[config.mk]
export PLATFORM = sky130hd
export DESIGN_NAME = seq_multiplier
export DESIGN_NICKNAME = d
export VERILOG_FILES = /design/src/rtl/seq_multiplier.sv
export SDC_FILE = /design/constraint.sdc
export NUM_CORES = 1
export LEC_CHECK = 0
export CAP_MARGIN = 15
export CORE_MARGIN = 5
export CORE_UTILIZATION = 61
export DETAILED_ROUTE_END_ITERATION = 16
export PLACE_DENSITY = 0.89
export SLEW_MARGIN = 20
export SYNTH_ARGS = -nofsm -noshare
export SYNTH_HDL_FRONTEND = slang
export SYNTH_SLANG_ARGS = --single-unit
[constraint.sdc]
create_clock -name clk -period 6.4 [get_ports clk]
set_input_delay 0.96 -clock clk [delete_from_list [all_inputs] [get_ports clk]]
set_output_delay 0.96 -clock clk [all_outputs]
set_load 0.05 [all_outputs]
[src/rtl/seq_multiplier.sv]
// Iterative shift-add multiplier, W+2 cycles per product.
// Signed operands are multiplied as magnitudes; the sign is applied in FIX.
module seq_multiplier #(
  parameter int W = 32
) (
  input  logic         clk,
  input  logic         rst,
  input  logic         start,
  input  logic         is_signed,
  input  logic [W-1:0] A,
  input  logic [W-1:0] B,
  output logic         busy,
  output logic         done,
  output logic [W-1:0] P_hi,
  output logic [W-1:0] P_lo
);

  localparam int CW = $clog2(W);

  typedef enum logic [1:0] {
    IDLE,
    CALC,
    FIX
  } state_t;

  state_t         state;
  logic [W-1:0]   mcand;
  logic [2*W:0]   acc;
  logic [CW-1:0]  cnt;
  logic           neg;

  logic [W-1:0]   a_abs;
  logic [W-1:0]   b_abs;
  logic [W:0]     sum;
  logic [W:0]     hi;
  logic [2*W-1:0] prod;

  always_comb begin
    a_abs = (is_signed && A[W-1]) ? -A : A;
    b_abs = (is_signed && B[W-1]) ? -B : B;
    sum   = {1'b0, acc[2*W-1:W]} + {1'b0, mcand};
    hi    = acc[0] ? sum : acc[2*W:W];
    prod  = neg ? -acc[2*W-1:0] : acc[2*W-1:0];
  end

  always_ff @(posedge clk) begin
    if (rst) begin
      state <= IDLE;
      mcand <= '0;
      acc   <= '0;
      cnt   <= '0;
      neg   <= 1'b0;
      busy  <= 1'b0;
      done  <= 1'b0;
      P_hi  <= '0;
      P_lo  <= '0;
    end else begin
      done <= 1'b0;
      unique case (state)
        IDLE: begin
          if (start) begin
            mcand <= a_abs;
            acc   <= {{(W+1){1'b0}}, b_abs};
            neg   <= is_signed & (A[W-1] ^ B[W-1]);
            cnt   <= CW'(W-1);
            busy  <= 1'b1;
            state <= CALC;
          end
        end
        CALC: begin
          // The multiplier bits shift out of the low half as the product grows in.
          acc <= {1'b0, hi, acc[W-1:1]};
          cnt <= cnt - 1'b1;
          if (cnt == '0)
            state <= FIX;
        end
        FIX: begin
          P_hi  <= prod[2*W-1:W];
          P_lo  <= prod[W-1:0];
          done  <= 1'b1;
          busy  <= 1'b0;
          state <= IDLE;
        end
        default: begin
          busy  <= 1'b0;
          state <= IDLE;
        end
      endcase
    end
  end

endmodule
# Yosys cells after proc, flatten, opt, wreduce, memory -nomap -nowiden
# Index checks and enable logic that the tools add are counted.
[classes]
n_reduce_logical = 9
n_mux = 14
n_addsub = 5
n_bitwise = 3
n_eq_ne = 4
[op_table]
columns = ["op", "n"]
rows = [
  ["case mux 65 bit (2 select lines)", 1],
  ["2-to-1 mux 65 bit", 1],
  ["2-to-1 mux 32 bit", 2],
  ["2-to-1 mux 64 bit", 1],
  ["negation 32 bit", 2],
  ["negation 64 bit", 1],
  ["adder 32 x 32 -> 33 bit", 1],
  ["2-to-1 mux 33 bit", 1],
  ["case mux 5 bit (2 select lines)", 1],
  ["AND reduction 2 bit", 4],
  ["logical NOT 5 bit", 1],
  ["2-to-1 mux 5 bit", 1],
  ["subtractor 5 x 1 -> 5 bit (second input constant)", 1],
  ["2-to-1 mux 2 bit", 2],
  ["!= test 2 bit (second input constant)", 2],
  ["case mux 2 bit (2 select lines)", 1],
  ["== test 2 x 1 -> 1 bit (second input constant)", 1],
  ["== test 2 bit (second input constant)", 1],
  ["logical AND 1 bit", 2],
  ["logical NOT 2 bit", 1],
  ["2-to-1 mux 1 bit", 2],
  ["case mux 1 bit (2 select lines)", 1],
  ["nonzero test 2 bit", 1],
  ["AND 1 bit", 1],
  ["2 further kinds", 2],
]
[totals]
regBits = 171
word_cells = 44
out_inout_bits = 66
inputBits = 68

# Longest topological paths before layout
[logic_depth]
word_depth = 4
mapped_depth = 11

# Worst setup path before layout
# No wires, ideal clock.
[synth_timing]
path_type = "input to register"
startpoint = "input port B[13]"
endpoint = "register acc[24]"
slack_ns = 3.080
n_path_buf = 0
required_ns = 6.272
setup_time_ns = 0.128
stages = 8
arrival_time_ns = 3.193
path_cell_list = "or3_1 or2_2 or3_1 or4_1 o31ai_1 xnor2_1 a222oi_1 nor2_1"
[synth_via]
elab_chain_len = 4
[synth_rtl]
columns = ["element", "line_no", "text"]
rows = [
  ["start, declared", "11", "input logic [W-1:0] B,"],
  ["negation 32 bit", "40", "b_abs = (is_signed && B[W-1]) ? -B : B;"],
  ["2-to-1 mux 32 bit", "40", ""],
  ["2-to-1 mux 65 bit", "61", "if (start) begin"],
  ["case mux 65 bit (2 select lines)", "59", "unique case (state)"],
  ["end signal, assigned", "63", "acc <= {{(W+1){1'b0}}, b_abs};"],
  ["end signal, assigned", "72", "acc <= {1'b0, hi, acc[W-1:1]};"],
  ["end, declared", "28", "logic [2*W:0] acc;"],
]
# No other way between the ends. The select of a mux whose other input is x is not followed.
# A chain may end at the register's enable or synchronous reset.

# Final worst setup path
[layout_timing]
startpoint = "input port B[7]"
endpoint = "register acc[25]"
# The elaborated chain is that of the path after synthesis.

==> metrics.yaml <==
outcome: "complete, no violations"
max_freq_ghz: 0.274
cp.required_ps: 6690
grt_max_degree: 101
h-tree-depth: 4
finalHoldViolCount: 0
crit_type: "in2reg"
worstMarginPinSlew_ps: 1120
ant_nets: 0
met3_usage_pct: 4.25
area_delta_synth_final_pct: 19.6
pre_cts_slack_ps: 2350
cts_sinks: 170
core_region_area_um2: 16500
via_per_inst: 6.38
syn_nets: 1375
hold_path_depth: 2
final_common_cell: "nor2_1"
rsz0062_at_grt: "false"
io_buffers: 133
clk_path_buf_depth: 2
fin_ws_ps: 2750
wl_um: 28400
tns_ps: 0
ys.flop_type: "dfxtp_1"
syn_avg_cell_area_um2: 8.05
clk_pin_slew_ps: 70
busiest_layer: "met2"
cap_violations: 0
grt_pass1_wl_um: 46000
wire_per_inst_um: 17.9
ios: 134
peakVddDrop_uv: 203
async_flop_share_pct: 0
final_cell_mix: "nor2_1, dfxtp_1, clkdlybuf4s50_1"
start_util_pct: 61.9
reg2regPathDepth: 8
die_x_um: 139
setup_violations: 0
num_vias: 10100
reg2reg_slack_ps: 2960
report.final.slew_viol_count: 0
fin_cells: 1581
cts-root-buf: "clkbuf_16"
use_met2_pct: 45.0
hold_class: "reg2reg"
ys_seq_area_share_pct: 33.3
cts-resized-gates: 0
min_from: "P_hi[30]$_SDFFE_PP0P_"
cts_tree: "yes"
syn_inst: 1269
critPathMaxFanout: 5
total_power_mw: 2.83
dp_hpwl_um: 20800
cp.arrival_ps: 3940
gp_congestion: 1.00
synth_edf_count: 0
syn_area_um2: 10200
die_y_um: 139
fin_skew_ps: 10.2
cts_setup_buffers: 0
numCtsBuffers: 17
r2r-start: "acc[7]$_SDFFE_PP0P_"
antenna_found_initial: 0
drive_gt1_share_pct: 4.78
leakage_nw: 4.46
diodes: 0
clkLatencyLatePin_ps: 440
relSlewSlack_pct: 25.3
gr-usage-met1_pct: 39.4
synth_seq_cells: 170
fin_nets: 1454
grt_pass1_vias: 9111
fp.dieArea_um2: 19400
start_kind: "input port"
hold-path-endpoint: "P_hi[30]$_SDFFE_PP0P_"
ctsHoldBuffers: 0
dp.cells: 1549
drt_iter0_markers: 1308
overflow: 0
synth_cell_types: 66
grt_usage_pct: 28.2
synth_warnings: 0
std_cell_rows: 47
fin_crit_sh_pct: 57.1
reg2reg_to: "P_hi[30]$_SDFFE_PP0P_"
critPathCaptureType: "flop"
finalCriticalPeriod_ps: 3650
drcViolationCount: 0
power_density_nw_per_um2: 232
dr.pass1.iters: 10
## worst max-delay path: stages
cell	delay, ps
clkdlybuf4s50_1	480
nor4_1	460
and4b_1	330
nor4b_1	610
nand2_1	280
o41ai_1	370
xnor2_1	110
a222oi_1	290
nor2_1	60
## synth_stat cells, types with 11 or more instances
cell type    n  area [um^2]
a21o_1      14          105
xnor2_1     39          342
inv_1       23         86.3
o31ai_1     32          240
clkbuf_1    71          267
nor2_1     176          661
or4_1       13         97.6
and2_1      11         68.8
a21oi_1     68          340
a22oi_1     12         90.1
a211oi_1    71          533
a222oi_1    42          420
nand2_1    100          375
ha_1        37          463
o21ai_0     75          375
dfxtp_1    170         3400
o41ai_1     13          114
nand3_1     29          145
xor2_1      96          841
nor3_1      23          115
or3_1       26          163
## how the worst max path moves through the flow
stage / start / endpoint / slack (ps) / depth (start not counted)
final: B[7] / acc[25]$_SDFFE_PP0P_ / 2750 / 9
after global routing: B[3] / acc[25]$_SDFFE_PP0P_ / 2430 / 9
after CTS: B[7] / acc[25]$_SDFFE_PP0P_ / 2790 / 9
after detailed placement: B[7] / acc[25]$_SDFFE_PP0P_ / 2350 / 9
after global placement: B[11] / acc[24]$_SDFFE_PP0P_ / 2430 / 9
after floorplan: B[13] / acc[24]$_SDFFE_PP0P_ / 3080 / 8
## through the flow
| step | hold WS (ps) | cell area, um^2 | utilization [%] |
|---|---|---|---|
| after floorplan | 434 | 10200 | - |
| after global placement | 436 | 11600 | 70.2 |
| after detailed placement | 449 | 11600 | 70.2 |
| after CTS | 465 | 12200 | 73.9 |
| after global routing | 491 | 12200 | 74.0 |
| final | 463 | 12200 | 74.0 |
## sequential cells by signal, indices dropped and copies added, names as in the netlist
signal	count
acc	64
P_hi	32
P_lo	32
mcand	32
cnt	5
state	2
busy	1
done	1
neg	1
## layout make-up
type	count	area (um^2)
clock inverter	14	175
clock buffer	18	439
sequential	170	3400
multi-input combinational	994	6450
inverter	24	90.1
fill	1289	4300
tap	220	275
timing repair buffer	141	1390
## logic make-up after synthesis
group                      share of synthesized area [%]
muxes                                              0.820
adders and majority gates                           4.73
DFF                                                 33.3
AOI/OAI and AO/OA                                   25.8
xor gates and xnor gates                            11.6
and+or+nand+nor                                     19.8
buffers and inverters                               3.92
## per-layer routing
layer	vias up	share of wire [%]
li1	4871	-
met5	-	0
met1	4682	44
met4	0	2.3
met3	52	9.2
met2	475	45
## where the power goes
group | leakage, nW | internal, mW | total, mW | switching [mW]
clock | 0.298 | 0.605 | 1.08 | 0.478
combinational | 2.78 | 0.221 | 0.564 | 0.342
sequential | 1.39 | 1.11 | 1.19 | 0.0729
total | 4.46 | 1.94 | 2.83 | 0.893
Power figures use the tool's default switching activity.
